### src/rtl/hub.sv
`default_nettype none
// ============================================================================
// Module   : hub
// Purpose  : Four-port serial repeater hub. Each port hunts for an SFD and
//            captures one byte. The byte is re-framed and sent on all other ports.
// Revision : 1.0
// ============================================================================
module hub (
    input  logic clk,
    input  logic reset,
    input  logic rx0,
    input  logic rx1,
    input  logic rx2,
    input  logic rx3,
    output logic tx0,
    output logic tx1,
    output logic tx2,
    output logic tx3
);

    localparam logic [7:0] SFD     = 8'b1010_1011;
    localparam logic [0:0] RX_HUNT = 1'b0;
    localparam logic [0:0] RX_DATA = 1'b1;
    localparam logic [0:0] TX_IDLE = 1'b0;
    localparam logic [0:0] TX_SEND = 1'b1;

    logic [3:0]      w_rx;
    logic [3:0]      r_rx_state;
    logic [3:0][7:0] r_shift;
    logic [3:0][2:0] r_rx_cnt;
    logic [3:0][6:0] r_rx_data;
    logic [3:0][7:0] r_pend;
    logic [3:0]      r_pend_valid;
    logic [3:0]      w_done;
    logic [3:0]      w_clr;

    logic [0:0]      r_tx_state;
    logic [3:0]      r_tx_cnt;
    logic [7:0]      r_tx_byte;
    logic [1:0]      r_tx_src;
    logic [3:0]      r_tx;
    logic [1:0]      w_sel;
    logic            w_any;
    logic            w_last;
    logic            w_load;

    // Anything other than a clean 1 (including X/Z) is sampled as 0.
    assign w_rx = {rx3 === 1'b1, rx2 === 1'b1, rx1 === 1'b1, rx0 === 1'b1};

    always_comb begin
        for (int i = 0; i < 4; i++) begin
            w_done[i] = (r_rx_state[i] == RX_DATA) && (r_rx_cnt[i] == 3'd7);
        end
    end

    always_ff @(posedge clk or negedge reset) begin
        if (!reset) begin
            r_rx_state   <= '0;
            r_shift      <= '0;
            r_rx_cnt     <= '0;
            r_rx_data    <= '0;
            r_pend       <= '0;
            r_pend_valid <= '0;
        end else begin
            for (int i = 0; i < 4; i++) begin
                if (r_rx_state[i] == RX_HUNT) begin
                    r_shift[i] <= {r_shift[i][6:0], w_rx[i]};
                    if ({r_shift[i][6:0], w_rx[i]} == SFD) begin
                        r_rx_state[i] <= RX_DATA;
                        r_rx_cnt[i]   <= 3'd0;
                    end
                end else begin
                    r_rx_cnt[i] <= r_rx_cnt[i] + 3'd1;
                    if (r_rx_cnt[i] == 3'd7) begin
                        r_pend[i]     <= {w_rx[i], r_rx_data[i]};
                        r_shift[i]    <= '0;
                        r_rx_state[i] <= RX_HUNT;
                    end else begin
                        r_rx_data[i][r_rx_cnt[i]] <= w_rx[i];
                    end
                end
                // A completion in the load cycle keeps the entry valid with the new byte.
                r_pend_valid[i] <= w_done[i] | (r_pend_valid[i] & ~w_clr[i]);
            end
        end
    end

    function automatic logic frame_bit(input logic [7:0] data, input logic [3:0] n);
        frame_bit = n[3] ? data[n[2:0]] : SFD[~n[2:0]];
    endfunction

    function automatic logic [3:0] fanout(input logic b, input logic [1:0] src);
        fanout = {4{b}} & ~(4'b0001 << src);
    endfunction

    always_comb begin
        w_any = |r_pend_valid;
        w_sel = 2'd0;
        for (int i = 3; i >= 0; i--) begin
            if (r_pend_valid[i]) begin
                w_sel = 2'(i);
            end
        end
        w_last = (r_tx_state == TX_SEND) && (r_tx_cnt == 4'd15);
        w_load = w_any && ((r_tx_state == TX_IDLE) || w_last);
        w_clr  = w_load ? (4'b0001 << w_sel) : 4'b0000;
    end

    always_ff @(posedge clk or negedge reset) begin
        if (!reset) begin
            r_tx_state <= TX_IDLE;
            r_tx_cnt   <= '0;
            r_tx_byte  <= '0;
            r_tx_src   <= '0;
            r_tx       <= '0;
        end else if (w_load) begin
            r_tx_state <= TX_SEND;
            r_tx_cnt   <= 4'd0;
            r_tx_byte  <= r_pend[w_sel];
            r_tx_src   <= w_sel;
            r_tx       <= fanout(frame_bit(r_pend[w_sel], 4'd0), w_sel);
        end else if ((r_tx_state == TX_SEND) && !w_last) begin
            r_tx_cnt   <= r_tx_cnt + 4'd1;
            r_tx       <= fanout(frame_bit(r_tx_byte, r_tx_cnt + 4'd1), r_tx_src);
        end else begin
            r_tx_state <= TX_IDLE;
            r_tx       <= '0;
        end
    end

    assign tx0 = r_tx[0];
    assign tx1 = r_tx[1];
    assign tx2 = r_tx[2];
    assign tx3 = r_tx[3];

endmodule
`default_nettype wire

### config.mk
export PLATFORM = sky130hd
export DESIGN_NAME = hub
export DESIGN_NICKNAME = d
export VERILOG_FILES = /design/src/rtl/hub.sv
export SDC_FILE = /design/constraint.sdc
export NUM_CORES = 1
export LEC_CHECK = 0
export BUFFER_PORTS_ARGS = -buffer_cell sky130_fd_sc_hd__clkbuf_2
export CORE_MARGIN = 2
export CORE_UTILIZATION = 27
export CTS_BUF_LIST = sky130_fd_sc_hd__clkbuf_4
export DETAILED_ROUTE_END_ITERATION = 8
export GPL_TIMING_DRIVEN = 0
export PLACE_DENSITY = 0.5
export SLEW_MARGIN = 5
export SYNTH_ARGS = -nofsm -noshare
export SYNTH_HDL_FRONTEND = slang
export SYNTH_SLANG_ARGS = --single-unit
### constraint.sdc
create_clock -name clk -period 3.7 [get_ports clk]
set_input_delay 0.74 -clock clk [delete_from_list [all_inputs] [get_ports clk]]
set_output_delay 0.74 -clock clk [all_outputs]
set_load 0.05 [all_outputs]
==> results.json, run 1 <==
{
  "fp-row-count": 52,
  "routedWlPerCell_um": 13.12,
  "hpwl_mm": 7.457,
  "reg2reg_depth": 7,
  "post-cts-setup-buffers": 0,
  "grt_util_all_layers": 0.1084,
  "switchingPower_mw": 1.429,
  "synth_nets": 516,
  "cp_data_required_time_ns": 4.12,
  "ys_warn_count": 0,
  "synth_top_area_frac": 0.5794,
  "netlist_area_mm2": 0.005485,
  "cts_buffers": 17,
  "die_w_um": 146.5,
  "place_congestion": 0.7800,
  "die_y_um": 146.5,
  "hold_viol": 0,
  "coreArea_mm2": 0.02010,
  "timing.rr.end": "r_tx_byte[5]",
  "fmax_mhz": 434.1,
  "clockBufferDepth": 2,
  "drv_slew": 0,
  "period_share": 0.6225,
  "synthMostInstantiatedCell": "dfrtp_1",
  "yosysSeqAreaShare": 0.5794,
  "pre_cts_ws_ns": 1.442,
  "ys_ff_latch": 127,
  "comb_power_share": 0.264,
  "reg2reg_slack_ns": 1.40,
  "cts_root_buf": "clkbuf_4",
  "grt_pass1_vias": 3660,
  "initial_core_util": 0.2728,
  "synth_area_leaders": "dfrtp_1 58%, mux2_1 8.2%, o21ai_1 5.2%",
  "grt_max_degree": 66,
  "synth_area_per_cell_um2": 10.97,
  "worstSetupPathType": "reg2reg",
  "yosysTopAreaCell": "dfrtp_1",
  "fin_crit_ns": 2.303,
  "setup_viol": 0,
  "io_buffers": 9,
  "status": "finished clean",
  "h-tree-depth": 4,
  "first_iter_violations": 180,
  "cp-start-kind": "register",
  "post-route-worst-setup-slack_ns": 1.397,
  "vias": 3661,
  "grt_first_pass_wirelength_mm": 18.43,
  "r2r_start": "r_tx_cnt[1]",
  "tightest_slew_ns": 0.7156,
  "rsz0062_at_grt": "false",
  "synthArstFlopShare": 1.000,
  "hold_ws_ns": 0.1782,
  "drv_cap": 0,
  "synthFlopType": "dfrtp_1",
  "critPathArrivalTime_ns": 2.72,
  "syn_to_final_growth_pct": 12.32,
  "maxSlewHeadroom": 0.5220,
  "p_sw_frac": 0.3420,
  "synth.distinct_cells": 42,
  "cts.sinks": 127,
  "powerDensity_mw_per_mm2": 678.1,
  "yosys-top-cells-count": "127 x dfrtp_1, 72 x nand2_1, 57 x o21ai_1, 40 x mux2_1, 33 x inv_1",
  "end_kind": "register",
  "clk_latency_ns": 0.54,
  "die-area_mm2": 0.02147,
  "final_core_util": 0.3064,
  "crit_fanout": 10,
  "antenna_left": 0,
  "antenna_found_initial": 1,
  "cts_hold_buf": 0,
  "wl_mm": 10.65,
  "synth-edff-count": 0,
  "cts_tree": "yes",
  "drive_above_1_share": 0.08688,
  "drc_errors": 0,
  "total_leakage_power_nw": 2.875,
  "skew_ns": 0.01769,
  "drtPass1Iterations": 4,
  "nets": 545,
  "io_pins": 10,
  "synth_cells": 500,
  "total_power_mw": 4.177,
  "grt_overflow": 0,
  "vias_per_cell": 4.509,
  "seqPwrFrac": 0.524,
  "peakVddDrop_mv": 0.1778,
  "worstHoldPathType": "in2async",
  "p_clk_frac": 0.212,
  "cts.clk_slew.worst_paths_ns": 0.11,
  "ctsResizeCount": 0,
  "internal_power_mw": 2.749
}
## registers in the layout, indices dropped and copies added, names as in the netlist
signal / count
r_rx_data: 28
r_tx_src: 2
r_tx_byte: 8
r_pend_valid: 4
r_shift: 28
r_tx_cnt: 4
r_tx: 4
r_rx_state: 4
r_tx_state: 1
r_pend: 32
r_rx_cnt: 12
## worst max-delay path, stage by stage (launching register included)
cell	delay [ns]
dfrtp_1	0.49
ha_1	0.19
clkbuf_1	0.34
nand3_1	0.15
and2_1	0.23
clkbuf_1	0.24
a221oi_1	0.42
a21oi_1	0.13
## through the flow
| stage | instance area (um2) | TNS [ns] | instances |
|---|---|---|---|
| after CTS | 6158 | 0 | 811 |
| after global placement | 5868 | -10.16 | 779 |
| after detailed placement | 5904 | 0 | 780 |
| after global routing | 6161 | 0 | 812 |
| after floorplan | 5485 | 0 | 500 |
| final | 6161 | 0 | 812 |
## layer usage
layer | share of wire | routed length, um | GRT usage | vias to the layer above
met5 | 0 | 0 | 0 | -
met1 | 0.49 | 5206 | 0.1410 | 1772
li1 | - | - | - | 1833
met4 | 0.016 | 174 | 0.04806 | 0
met2 | 0.47 | 4986 | 0.1675 | 43
met3 | 0.027 | 287 | 0.03250 | 13
## worst max path at each step
| stage | startpoint | end | slack, ns | cells past startpoint |
|---|---|---|---|---|
| floorplan | r_rx_cnt[9] | r_rx_data[27] | 1.75 | 7 |
| global placement | reset | r_shift[5] | -0.09 | 1 |
| detailed placement | r_rx_cnt[9] | r_rx_data[27] | 1.44 | 7 |
| CTS | r_rx_cnt[9] | r_rx_data[27] | 1.41 | 7 |
| global route | r_tx_cnt[1] | r_tx_byte[1] | 1.23 | 7 |
| finish | r_tx_cnt[1] | r_tx_byte[5] | 1.40 | 7 |
## cells by family (layout without fill, tap and decap cells)
group,count (synthesis),in the layout,synth area share
simple gates,143,143,0.1273
flops,127,127,0.5794
compound gates,122,122,0.1339
buf+inv,50,91,0.03444
mux,48,48,0.1022
fa+ha+maj,10,10,0.02281
other cells,0,1,0
## power groups by stage
| stage | Combinational, mW | Sequential (mW) | Clock (mW) |
|---|---|---|---|
| finish | 1.10 | 2.19 | 0.887 |
| global placement | 1.06 | 2.20 | 0 |
| detailed placement | 1.12 | 2.23 | 0 |
| global route | 1.27 | 2.26 | 0.998 |
| CTS | 1.12 | 2.20 | 0.933 |
| floorplan | 0.858 | 2.13 | 0 |
## layout make-up
class                           instances  area (um2)
Timing Repair Buffer                   10       81.33
Antenna cell                            1       2.502
Tap cell                              270       337.8
Multi-Input combinational cell        323        2118
Clock buffer                           21       157.7
Sequential cell                       127        3178
Buffer                                 15       57.56
Clock inverter                         10       96.34
Inverter                               35       131.4
Fill cell                            2090       13940
## layout by cell type, fill, tap and decap left out, types with 4 or more instances in the layout
cell type / synthesis / routed
nor4_1: 4 / 4
mux2_2: 4 / 4
nand2_1: 72 / 72
o22ai_1: 5 / 5
mux2_1: 40 / 40
ha_1: 10 / 10
clkbuf_2: 0 / 8
nand3_1: 10 / 10
nor3b_1: 10 / 10
a21oi_1: 21 / 21
nor2b_1: 10 / 10
a22o_1: 8 / 8
o221ai_1: 8 / 8
clkbuf_4: 0 / 21
nand3b_1: 10 / 10
o21ai_0: 6 / 6
a221oi_1: 8 / 8
dfrtp_1: 127 / 127
and4_1: 4 / 4
nor2_1: 16 / 16
clkbuf_1: 13 / 13
clkinv_1: 0 / 5
o21ai_1: 57 / 57
inv_1: 33 / 33
No activity file was read; power rests on OpenSTA's default activity.
==> run 2, diff against run 1 <==
Settings changed: PLACE_DENSITY 0.5 to 0.51.
Clock period 3.7 ns to 2.1 ns, I/O delays scaled along.
==> run 2 against run 1 <==
Non-clock buffer count rose by 7. Largest cell class unchanged. Die area is the same. Fmax rose by 13%. Global-route usage is 0.093 points lower. Sequential share of layout area is 0.64 points lower. Clock-buffer cell count fell by 3. Wire length fell by 0.91%. Critical path type unchanged. Sequential cell count unchanged. Setup slack worse by 1.3 ns.
==> results.json, run 2 (synthesized netlist as in run 1, its figures left out) <==
{
  "layout_commonest_cell": "dfrtp_1",
  "cts_tree": "yes",
  "antenna_found_initial": 1,
  "largest_reg_flops": 32,
  "fmax_mhz": 492.3,
  "grt_util_all_layers": 0.1075,
  "internal_power_mw": 4.816,
  "worstHoldPathType": "in2reg",
  "cts_root_buf": "clkbuf_4",
  "layout_common_cells": "122 x dfrtp_1, 72 x nand2_1, 57 x o21ai_1",
  "fin_cells": 819,
  "h-tree-depth": 4,
  "crit_fanout": 5,
  "initial_core_util": 0.2728,
  "antenna_left": 0,
  "crit_buf_inv": 2,
  "crit_path_top_delay_cell": "dfrtp_1",
  "num-fill-cells": 2077,
  "io_buffers": 9,
  "grt_max_degree": 76,
  "cp-start-kind": "register",
  "drive_above_1_share": 0.1204,
  "drv_slew": 0,
  "hold_viol": 0,
  "grt_first_pass_wirelength_mm": 18.47,
  "seqCellArea_mm2": 0.003184,
  "wl_mm": 10.56,
  "multiInputGateArea_mm2": 0.002156,
  "end_kind": "register",
  "worstSetupPathType": "reg2reg",
  "dp.cells": 780,
  "top_usage_layer": "met2",
  "place_congestion": 0.8054,
  "maxSlewHeadroom": 0.4622,
  "io_pins": 10,
  "grt_pass1_vias": 3750,
  "period_share": 0.9672,
  "total_leakage_power_nw": 2.911,
  "nets": 552,
  "rsz0062_at_grt": "true",
  "critPathTopFamily": "compound AO/OA/AOI/OAI gates",
  "final_core_util": 0.3109,
  "die_w_um": 146.5,
  "cp_data_required_time_ns": 2.47,
  "tightest_slew_ns": 0.8051,
  "cts.sinks": 127,
  "vias_per_cell": 4.560,
  "comb_power_share": 0.289,
  "clockBufferDepth": 2,
  "grt_overflow": 0,
  "fp-row-count": 52,
  "syn_to_final_growth_pct": 13.96,
  "vias": 3735,
  "critical_path.max_stage_delay_ns": 0.39,
  "setup_viol": 0,
  "status": "finished clean",
  "switchingPower_mw": 2.562,
  "met2_usage": 0.1675,
  "peakVddDrop_mv": 0.2695,
  "hpwl_mm": 7.407,
  "clk_latency_ns": 0.52,
  "coreArea_mm2": 0.02010,
  "critPathArrivalTime_ns": 2.41,
  "skew_ns": 0.009886,
  "fin_crit_ns": 2.031,
  "die_y_um": 146.5,
  "drtPass1Iterations": 4,
  "cts_buffers": 17,
  "cts.clk_slew.worst_paths_ns": 0.10,
  "routedWlPerCell_um": 12.89,
  "first_iter_violations": 226,
  "crit_chain": "buf_6 -> inv_6 -> ha_4 -> mux4_2 -> mux2i_1 -> o211ai_1 -> a211oi_2 -> o22ai_1",
  "use_met3": 0.03031,
  "hold_ws_ns": 0.1555,
  "use_met1": 0.1416,
  "max_flop_register": "r_pend",
  "p_sw_frac": 0.3473,
  "seqPwrFrac": 0.523,
  "drv_cap": 0,
  "fin_tns_setup_ns": 0,
  "drc_errors": 0,
  "die-area_mm2": 0.02147,
  "largestRegisters": "r_pend: 32 flops, r_rx_data: 28 flops, r_shift: 28 flops",
  "powerDensity_mw_per_mm2": 1180,
  "p_clk_frac": 0.188
}
run 2: changes by cell type in the layout (fill, tap and decap cells not counted), moves of 2 or more:
| cell | delta |
|---|---|
| buf_4 | +6 |
| dfrtp_1 | -5 |
| dfrtp_2 | +5 |
| clkbuf_1 | -4 |
| clkinv_1 | +3 |
| buf_6 | +2 |
| clkinv_2 | +2 |
| ha_1 | -2 |
run 2: worst paths after layout:
kind                              start            to  slack, ns  depth (start not counted)
max                         r_tx_cnt[0]       r_tx[0]       0.07                          8
min                                 rx1  r_rx_data[9]       0.16                          2
max reg2reg                 r_tx_cnt[0]       r_tx[0]       0.07                          8
min reg2reg                r_rx_data[8]  r_rx_data[8]       0.49                          2
max in group asynchronous         reset   r_tx_cnt[1]       0.99                          3
min in group asynchronous         reset   r_shift[10]       0.41                          2
run 2: power by group through the flow:
| stage | Combinational [mW] | Sequential, mW | Clock, mW |
|---|---|---|---|
| 4_1_cts | 2.03 | 3.87 | 1.46 |
| 3_3_place_gp | 1.87 | 3.88 | 0 |
| 5_1_grt | 2.45 | 3.99 | 1.58 |
| 6_report | 2.13 | 3.86 | 1.39 |
| 3_5_place_dp | 1.96 | 3.92 | 0 |
| 2_1_floorplan | 1.51 | 3.75 | 0 |
run 2: cell type report:
cell class / instances / area share
plain buffers: 14 / 0.01141
clock inverters: 13 / 0.01281
inverters: 35 / 0.02182
multi-input cells: 323 / 0.3449
diodes: 1 / 0.0004003
repair buffers: 18 / 0.02362
flip-flops and latches: 127 / 0.5094
clock buffers: 18 / 0.02162
well taps: 270 / 0.05404
run 2: metal layers:
metal  share of wire  vias to the layer above
li1                -                     1853
met4           0.015                        0
met3           0.030                       11
met2            0.47                       39
met5               0                        -
met1            0.48                     1832
run 2: per-stage QoR:
step                area, um2  worst slack (ns)  power, mW
finish                   6251           0.06886      7.378
global route             6251          -0.05939      8.023
CTS                      6158          0.006242      7.362
detailed placement       5904           -0.1837      5.883
global placement         5868            -1.333      5.750
floorplan                5485            0.1544      5.262
run 2: timing repair:
item                       4_1_cts  5_1_grt
pin swaps                        1        4
hold buffers                     1        0
setup endpoints to repair       21       22
hold endpoints to repair        52        0
buffers inserted                 0        7
resized for setup               12       14
==> run 3, diff against run 2 <==
Settings changed: ABC_AREA set to 1, CORE_MARGIN 2 to not set.
==> run 3 against run 2 <==
Critical path depth down 3. Global-route usage rose by 0.90 points. Sequential power down 9.8%. Sequential share of layout area decreased by 0.20 points. Area after synthesis increased by 1.1%. Sequential cell count unchanged. Wire length grew 3.9%. Register-to-register slack improved by 0.25 ns. Via count is 8.7% higher. Critical path type unchanged. Largest cell class unchanged. Largest power group unchanged.
==> results.json, run 3 <==
{
  "tightest_slew_ns": 0.4548,
  "switchingPower_mw": 2.245,
  "synthFlopType": "dfrtp_1",
  "routedWlPerCell_um": 12.00,
  "pre_cts_ws_ns": 0.2807,
  "cts.sinks": 127,
  "synth-edff-count": 0,
  "vias_per_cell": 4.441,
  "holdPathStages": 3,
  "fp-row-count": 52,
  "coreArea_mm2": 0.02017,
  "critPathArrivalTime_ns": 2.20,
  "critPathTopFamily": "flip-flops",
  "p_clk_frac": 0.256,
  "ys_ff_latch": 127,
  "largestRegisters": "r_pend: 32 flops, r_rx_data: 28 flops, r_shift: 28 flops",
  "drc_errors": 0,
  "yosys-top-cells-count": "127 x dfrtp_1, 122 x nand2_1, 72 x inv_1, 67 x nand3_1, 58 x o21ai_0",
  "post-route-worst-setup-slack_ns": 0.3167,
  "internal_power_mw": 4.484,
  "largest_reg_flops": 32,
  "die_w_um": 145.3,
  "maxSlewHeadroom": 0.6968,
  "cts_buffers": 17,
  "multiInputGateArea_mm2": 0.001991,
  "cts_tree": "yes",
  "drtPass1Iterations": 5,
  "synth_top_area_frac": 0.5732,
  "cts.clk_slew.worst_paths_ns": 0.10,
  "netlist_area_mm2": 0.005544,
  "grt_pass1_vias": 3940,
  "cp_common_cell": "ha_1",
  "yosysSeqAreaShare": 0.5732,
  "drive_above_1_share": 0.1104,
  "grt_max_degree": 79,
  "hold_viol": 0,
  "h-tree-depth": 4,
  "worstHoldPathType": "in2reg",
  "wl_mm": 10.97,
  "layout_common_cells": "127 x dfrtp_1, 122 x nand2_1, 72 x inv_1",
  "peakVddDrop_mv": 0.2787,
  "synth_nets": 617,
  "seqPwrFrac": 0.517,
  "cp-start-kind": "register",
  "max_flop_register": "r_pend",
  "setup_viol": 0,
  "seqCellArea_mm2": 0.003178,
  "crit_fanout": 10,
  "synth_area_leaders": "dfrtp_1 57%, nand2_1 8.3%, nand3_1 6.0%",
  "antenna_found_initial": 1,
  "post-cts-setup-buffers": 0,
  "crit_buf_inv": 1,
  "nets": 647,
  "comb_power_share": 0.227,
  "cp_data_required_time_ns": 2.51,
  "die_y_um": 145.3,
  "clockBufferDepth": 2,
  "powerDensity_mw_per_mm2": 1074,
  "drv_slew": 0,
  "worstSetupPathType": "reg2reg",
  "num-fill-cells": 2158,
  "io_buffers": 9,
  "io_pins": 10,
  "drv_cap": 0,
  "die-area_mm2": 0.02111,
  "yosysTopAreaCell": "dfrtp_1",
  "reg2reg_depth": 5,
  "clk_latency_ns": 0.55,
  "crit_chain": "ha_1 -> ha_1 -> nand2_1 -> clkbuf_1 -> o21ai_0",
  "grt_util_all_layers": 0.1165,
  "synth.distinct_cells": 27,
  "fin_crit_ns": 1.783,
  "p_sw_frac": 0.3336,
  "layout_commonest_cell": "dfrtp_1",
  "syn_to_final_growth_pct": 12.98,
  "place_congestion": 0.7853,
  "final_core_util": 0.3105,
  "crit_path_top_delay_cell": "dfrtp_1",
  "rsz0062_at_grt": "false",
  "synthMostInstantiatedCell": "dfrtp_1",
  "first_iter_violations": 242,
  "period_share": 0.8492,
  "status": "finished clean",
  "vias": 4059,
  "skew_ns": 0.01637,
  "synthArstFlopShare": 1.000,
  "total_power_mw": 6.728,
  "initial_core_util": 0.2749,
  "synth_area_per_cell_um2": 9.225,
  "grt_overflow": 0,
  "cp.depth": 5,
  "grt_first_pass_wirelength_mm": 19.58,
  "antenna_left": 0,
  "critical_path.max_stage_delay_ns": 0.45,
  "total_leakage_power_nw": 2.921,
  "hpwl_mm": 7.641,
  "end_kind": "register",
  "fmax_mhz": 560.8,
  "ys_warn_count": 0,
  "cts_root_buf": "clkbuf_4",
  "synth_cells": 601
}
[run 3: worst register-to-register path, cell delays in order (launching register included)]
cell,delay (ns)
dfrtp_1,0.45
ha_1,0.22
ha_1,0.22
nand2_1,0.22
clkbuf_1,0.41
o21ai_0,0.13
[run 3: final timing paths]
| check | start | end | slack [ns] |
|---|---|---|---|
| worst min-delay path | rx1 | r_rx_data[12] | 0.14 |
| min in group asynchronous | reset | r_tx[2] | 0.37 |
| worst max-delay path | r_rx_cnt[6] | r_pend[21] | 0.32 |
| worst max register to register | r_rx_cnt[6] | r_pend[21] | 0.32 |
| worst min register to register | r_pend[14] | r_pend[14] | 0.49 |
| max in group asynchronous | reset | r_shift[13] | 1.02 |
[run 3: timing repair]
| action | 4_1_cts | 5_1_grt |
|---|---|---|
| hold buffers | 1 | 0 |
| hold endpoints to repair | 49 | 0 |
| resized for setup | 0 | 0 |
[run 3: metal layers]
layer / global-route usage / share of wire
met1: 0.1538 / 0.49
met2: 0.1798 / 0.46
met3: 0.03302 / 0.030
met4: 0.04579 / 0.016
met5: 0 / 0
[run 3: area by class of cell]
| class | count | share of cell area |
|---|---|---|
| clock buffers | 19 | 0.02277 |
| flip-flops and latches | 127 | 0.5074 |
| well taps | 270 | 0.05394 |
| clock inverters | 12 | 0.02317 |
| multi-input cells | 385 | 0.3178 |
| plain buffers | 15 | 0.01558 |
| repair buffers | 11 | 0.01458 |
| inverters | 74 | 0.04435 |
| diodes | 1 | 0.0003995 |
[run 3: through the flow]
| stage | instances | cell area, um2 | hold slack, ns | TNS (ns) |
|---|---|---|---|---|
| final | 914 | 6264 | 0.1388 | 0 |
| after global routing | 914 | 6264 | 0.1119 | 0 |
| after CTS | 913 | 6261 | 0.09739 | 0 |
| after detailed placement | 881 | 5963 | 0.4011 | 0 |
| after global placement | 880 | 5927 | 0.4612 | -194.35 |
| after floorplan | 601 | 5544 | 0.1244 | 0 |
[run 3: power groups by stage]
stage | logic (mW) | clock network, mW | registers (mW)
6_report | 1.53 | 1.72 | 3.48
5_1_grt | 1.83 | 1.89 | 3.57
4_1_cts | 1.55 | 1.79 | 3.48
3_5_place_dp | 1.55 | 0 | 3.53
3_3_place_gp | 1.52 | 0 | 3.53
2_1_floorplan | 1.19 | 0 | 3.43
[run 3: cell families (layout without fill, tap and decap cells)]
logic type | after synthesis | after routing | share of synthesized area
adders and majority gates | 10 | 10 | 0.02257
buffers and inverters | 89 | 131 | 0.06770
xor gates and xnor gates | 3 | 3 | 0.004740
muxes | 12 | 12 | 0.02437
and+or+nand+nor | 244 | 244 | 0.1898
DFF | 127 | 127 | 0.5732
other | 0 | 1 | 0
AOI/OAI and AO/OA | 116 | 116 | 0.1176
